**config.mk**
```make
export PLATFORM = sky130hd
export DESIGN_NAME = pc_sequencer
export DESIGN_NICKNAME = d
export VERILOG_FILES = /design/src/rtl/pc_sequencer.sv
export SDC_FILE = /design/constraint.sdc
export NUM_CORES = 1
export LEC_CHECK = 0
export CAP_MARGIN = 20
export CORE_AREA = 2 2 104 106
export DETAILED_ROUTE_END_ITERATION = 7
export DIE_AREA = 0 0 106 108
export PLACE_DENSITY = 0.86
export SLEW_MARGIN = 30
export SYNTH_ARGS = -nofsm -noshare
export SYNTH_HDL_FRONTEND = slang
export SYNTH_SLANG_ARGS = --single-unit
```
**constraint.sdc**
```tcl
create_clock -name clk -period 3.75 [get_ports clk]
set_clock_uncertainty 0.2 [all_clocks]
set_input_delay 0.5625 -clock clk [delete_from_list [all_inputs] [get_ports clk]]
set_output_delay 0.5625 -clock clk [all_outputs]
set_load 0.01 [all_outputs]
```
**src/rtl/pc_sequencer.sv**
```systemverilog
// Fetch-stage program counter: sequential stepping, branch/trap redirect,
// post-redirect bubbles, halt, and misaligned-target reporting.
module pc_sequencer #(
  parameter int unsigned        BITSIZE       = 32,
  parameter logic [BITSIZE-1:0] RESET_VECTOR  = '0,
  parameter bit                 C_EXT         = 1'b1,
  parameter int unsigned        BUBBLE_CYCLES = 1
) (
  input  logic               clk,
  input  logic               rst,
  input  logic               Stall,
  input  logic               Compressed,
  input  logic               BranchTaken,
  input  logic [BITSIZE-1:0] BranchTarget,
  input  logic               Trap,
  input  logic [BITSIZE-1:0] TrapVector,
  input  logic               Halt,
  output logic [BITSIZE-1:0] PC,
  output logic [BITSIZE-1:0] PCnext,
  output logic               PCvalid,
  output logic               MisalignedErr,
  output logic [BITSIZE-1:0] MisalignedAddr
);

  typedef enum logic [1:0] {
    S_BOOT,
    S_RUN,
    S_BUBBLE,
    S_HALT
  } state_e;

  localparam logic [3:0] BUBBLE_LOAD = 4'(BUBBLE_CYCLES);

  state_e             state_q, state_d;
  logic [BITSIZE-1:0] pc_q, pc_d;
  logic [3:0]         cnt_q, cnt_d;
  logic               valid_q, valid_d;
  logic               err_q, err_d;
  logic [BITSIZE-1:0] addr_q, addr_d;

  logic [BITSIZE-1:0] step;
  logic [BITSIZE-1:0] trap_target;
  logic               target_misaligned;

  assign step              = (C_EXT && Compressed) ? BITSIZE'(2) : BITSIZE'(4);
  assign trap_target       = TrapVector & {{(BITSIZE-2){1'b1}}, 2'b00};
  assign target_misaligned = BranchTarget[0] | (~C_EXT & BranchTarget[1]);

  // NOTE: every variable gets a default before the case so no path leaves it
  // unassigned, which would otherwise infer a latch.
  always_comb begin
    state_d = state_q;
    pc_d    = pc_q;
    cnt_d   = cnt_q;
    err_d   = 1'b0;
    addr_d  = addr_q;
    case (state_q)
      S_BOOT: begin
        state_d = S_RUN;
        pc_d    = RESET_VECTOR;
      end
      S_HALT: begin
        // Branches are ignored while halted; a trap still moves the PC.
        if (Trap) begin
          pc_d = trap_target;
        end else if (!Halt) begin
          state_d = S_BUBBLE;
          cnt_d   = BUBBLE_LOAD;
        end
      end
      default: begin
        if (Trap) begin
          pc_d    = trap_target;
          cnt_d   = BUBBLE_LOAD;
          state_d = Halt ? S_HALT : S_BUBBLE;
        end else if (Halt) begin
          state_d = S_HALT;
        end else if (BranchTaken) begin
          pc_d    = target_misaligned ? trap_target : BranchTarget;
          err_d   = target_misaligned;
          addr_d  = target_misaligned ? BranchTarget : addr_q;
          cnt_d   = BUBBLE_LOAD;
          state_d = S_BUBBLE;
        end else if (state_q == S_BUBBLE) begin
          cnt_d = cnt_q - 4'd1;
          if (cnt_q <= 4'd1) state_d = S_RUN;
        end else if (!Stall) begin
          pc_d = PCnext;
        end
      end
    endcase
    valid_d = (state_d == S_RUN);
  end

  // NOTE: sequential state uses non-blocking assignments so all registers
  // update together from the values sampled at the same edge.
  always_ff @(posedge clk or posedge rst) begin
    if (rst) begin
      state_q <= S_BOOT;
      pc_q    <= RESET_VECTOR;
      cnt_q   <= '0;
      valid_q <= 1'b0;
      err_q   <= 1'b0;
      addr_q  <= '0;
    end else begin
      state_q <= state_d;
      pc_q    <= pc_d;
      cnt_q   <= cnt_d;
      valid_q <= valid_d;
      err_q   <= err_d;
      addr_q  <= addr_d;
    end
  end

  assign PC             = pc_q;
  assign PCnext         = pc_q + step;
  assign PCvalid        = valid_q;
  assign MisalignedErr  = err_q;
  assign MisalignedAddr = addr_q;

endmodule

```
* Yosys cells after proc, flatten, opt, wreduce, memory -nomap -nowiden *
Cells that the tools add are included.
W data, S select, Z words.

word-level totals
  register bits after elaboration = 72
  input bits = 71
  output and inout bits = 98
  logic and storage cells = 58

operators by class
  $add $sub $neg = 2
  magnitude comparators = 1
  eq/ne operators = 10
  mux-type cells = 29
  bitwise operators = 4
  reduce and logical (&&, ||, !) cells = 6

operators with widths
  operator               number
  $mux W32               7
  $pmux W32 S2           1
  $add A32 B3 Y32        1
  $mux W4                6
  $mux W2                7
  $reduce_and A5 Y1      2
  $ne A2 B2 Y1 const B   4
  $pmux W4 S2            1
  $mux W1                5
  $eq A2 B2 Y1 const B   2
  $le A4 B1 Y1 const B   1
  $ne A4 B1 Y1 const B   1
  $ne A4 B3 Y1 const B   1
  $not A1 Y1             4
  $pmux W2 S2            1
  $reduce_and A4 Y1      1
  $reduce_bool A4 Y1     1
  $sub A4 B1 Y4 const B  1
  $mux W3                1
  $ne A3 B2 Y1 const B   1
  $eq A2 B1 Y1 const B   1
  $logic_not A2 Y1       1
  $reduce_or A2 Y1       1

* Logic depth before layout (Yosys ltp) *
  depth in word-level cells = 8
  mapped depth = 10
  mapped depth without buffers = 7

* Worst setup path before layout *
OpenSTA, ideal clock, no wires.

  path type = input -> output
  start point = input Compressed
  end point = output PCnext[25]
  arrival time = 2.563 ns
  path slack = 0.425 ns
  stages on the path = 7
  path through = ha_1 > fa_1 > nand3_1 > or4_1 > clkbuf_1 > nor3_1 > xor2_1

on the way
  cells in the longest elaborated chain, start to end = 2

RTL lines
  element          line  RTL
  start, declared  12    input logic Compressed,
  $mux W3          45    assign step = (C_EXT && Compressed) ? BITSIZE'(2) : BITSIZE'(4);
  $add A32 B3 Y32  116   assign PCnext = pc_q + step;
  end, declared    19    output logic [BITSIZE-1:0] PCnext,

No other way between the ends.

* Worst setup path in the final report *
  start point = input Compressed
  end point = output PCnext[31]

Same word-level chain as after synthesis.

==> results_dict.tcl <==
set metrics [dict create \
    grt_max_degree 53 \
    routed-via-count 4934 \
    clk_root_buffer_cell "clkbuf_8" \
    initial_antenna_violation_count 0 \
    die_x_um 106 \
    finalNetCount 759 \
    net_switching_power_mw 2.15 \
    finalSetupViolCount 0 \
    hold-worst-slack_ns 0.291 \
    synth_warnings 0 \
    ir_worst_vdd_v 0.000419 \
    clock_tree.htree_level_count 3 \
    postSynthAreaPerCell_um2 9.11 \
    finalWirelength_um 16700 \
    io-pin-count 169 \
    netlist-cell-type-count 61 \
    worstPathMaxFanout 6 \
    clkLatencyLatePin_ns 0.37 \
    min_to "MisalignedAddr[0]" \
    die_area_um2 11400 \
    synthArstFlopShare 1.00 \
    synth-seq-area-share 0.387 \
    cts_tree "done" \
    slew_violations 0 \
    timing.critical_path.arrival_ns 2.95 \
    ys_dominant_reg_cell "dfrtp_1" \
    grt.total_usage 0.293 \
    setup_total_negative_slack_ns 0 \
    leakage_nw 2.90 \
    criticalPathCategory "in -> out" \
    final.period_utilization 0.991 \
    worstSetupStartpointType "input pin" \
    holdCritPathClass "reg -> reg" \
    clkSlewWorstSetupHoldPaths_ns 0.07 \
    share_comb_of_total_power 0.592 \
    routedWlPerCell_um 20.3 \
    hold_wc_startpoint "MisalignedAddr[0]" \
    maxSlewHeadroom 0.619 \
    end_kind "output pin" \
    number_of_global_route_vias_before_repair 5183 \
    cts_sinks 71 \
    min_delay_path_depth 1 \
    final_hold_viol_count 0 \
    synth.ff_latch_count 71 \
    cts-buffers-inserted 9 \
    cellPowerDensity_nw_per_um2 752 \
    first_pass_iters 7 \
    cts-root-to-sink-buffers 2 \
    hpwl_um 11900 \
    synth.cell_area_um2 4590 \
    clkPwrFrac 0.125 \
    gr-total-overflow 0 \
    chipHeight_um 108 \
    max_slew.worst_pin.slew_ns 0.572 \
    run_status "finished, final reports clean" \
    worstReg2RegStart "PC[1]" \
    power.switching_fraction 0.415 \
    starting_density 0.449 \
    drc 0 \
    rr_worst_depth 12 \
    post_synthesis_instance_total 504 \
    synth_edf_count 0 \
    drt_iter0_drc 355 \
    rrSetupSlack_ns 0.72 \
    layout-area-overhead-vs-synth_pct 49.9 \
    critical_path.startpoint "Compressed" \
    finalWorstPathRequiredPeriod_ns 3.72 \
    routabilityCongestion 0.919 \
    floorplan.rows 37 \
    number_of_nets_still_failing_antenna_checks_after_routing 0 \
    coreArea_um2 10200 \
    post_drt_via_cell_ratio 6.02 \
    grt_pass1_wl_um 26100 \
    fmax_mhz 269 \
    drive_gt1_frac 0.178 \
    worstReg2RegEnd "PC[27]" \
    power.share.sequential 0.283 \
    cp_data_required_time_ns 2.99 \
    antenna_cells 0 \
    max-cap-violations 0 \
    numPortBuffers 164 \
    internal_power_mw 3.03 \
]
==> sequential cells by signal (all words and copies together) (netlist names) <==
signal	flops
PC	31
PCvalid	1
MisalignedErr	1
cnt_q	4
state_q	2
MisalignedAddr	32
==> through the flow <==
stage	util	worst slack, ns	cell area, um^2	std cells	total power, mW
after floorplan	-	0.425	4590	505	2.97
after global placement	0.641	-0.389	6550	800	4.40
after detailed placement	0.641	-0.431	6550	800	4.49
after CTS	0.669	0.0175	6840	819	5.16
after global routing	0.672	-0.0147	6880	820	5.49
final	0.672	0.0344	6880	820	5.17
==> cell usage in the layout, fill, tap and decap left out, drive strengths merged, types with 17 or more instances in the layout <==
master,count
buf,42
a21oi,37
inv,24
dfrtp,71
nor2,33
nand3,17
nand2,27
clkdlybuf4s50,151
mux2,33
o21ai,23
==> per-layer routing <==
metal | vias up | part of all wire | GRT usage
li1 | 2224 | - | -
met1 | 2418 | 0.40 | 0.353
met2 | 256 | 0.50 | 0.498
met3 | 36 | 0.085 | 0.0844
met4 | 0 | 0.022 | 0.116
met5 | - | 0 | 0
==> worst max path at each step <==
stage	endpoint	slack (ns)
global placement	PCnext[29]	-0.39
global route	PCnext[31]	-0.01
CTS	PCnext[25]	0.02
finish	PCnext[31]	0.03
floorplan	PCnext[25]	0.42
detailed placement	PCnext[22]	-0.43
==> cell type report <==
class	instances	area, um^2
Inverter	24	90.1
Tap cell	136	170
Clock inverter	3	42.5
Multi-Input combinational cell	369	2660
Clock buffer	12	155
Sequential cell	71	1780
Timing Repair Buffer	205	1990
Fill cell	816	3350
==> synth_stat cells, types with 10 or more instances <==
cell      count  area (um^2)
a21oi_1      37          185
a22o_1       10         87.6
clkbuf_1     36          135
dfrtp_1      71         1780
inv_1        24         90.1
mux2_2       33          372
nand2_1      27          101
nand3_1      17         85.1
nor2_1       33          124
nor3_1       12         60.1
o21ai_0      23          115
o22ai_1      16          100
xnor2_1      16          140
xor2_1       14          123
==> cell families after synthesis <==
logic type | count (synthesis) | share of synthesized area
AO/OA/AOI/OAI | 158 | 0.237
AND/OR/NAND/NOR | 137 | 0.156
flip-flops | 71 | 0.387
buffers and inverters | 65 | 0.0556
multiplexers | 34 | 0.0832
XOR/XNOR | 30 | 0.0573
adder cells (fa/ha/maj) | 8 | 0.0234
other | 1 | 0.000817
==> power groups by stage <==
stage / Combinational [mW] / Clock, mW / Sequential (mW)
final: 3.06 / 0.649 / 1.46
after global routing: 3.28 / 0.693 / 1.52
after CTS: 3.04 / 0.658 / 1.46
after detailed placement: 3.03 / 0 / 1.47
after global placement: 2.96 / 0 / 1.44
after floorplan: 1.42 / 0 / 1.55
==> worst max-delay path, cell delays in order <==
cell and delay [ns]:
dlygate4sd2_1 0.25, ha_2 0.22, fa_2 0.22, nand3_1 0.11, or4_1 0.54, buf_6 0.17
buf_12 0.13, buf_4 0.13, nor3_4 0.21, xnor2_1 0.14, clkdlybuf4s15_2 0.26
==> timing repair <==
action	4_1_cts	5_1_grt
hold endpoints to repair	0	0
hold buffers	0	0
setup buffers	4	1
setup endpoints to repair	18	8
pin swaps	3	0
gates resized for setup	27	11
Note: power is estimated with default switching activity, not from simulation.
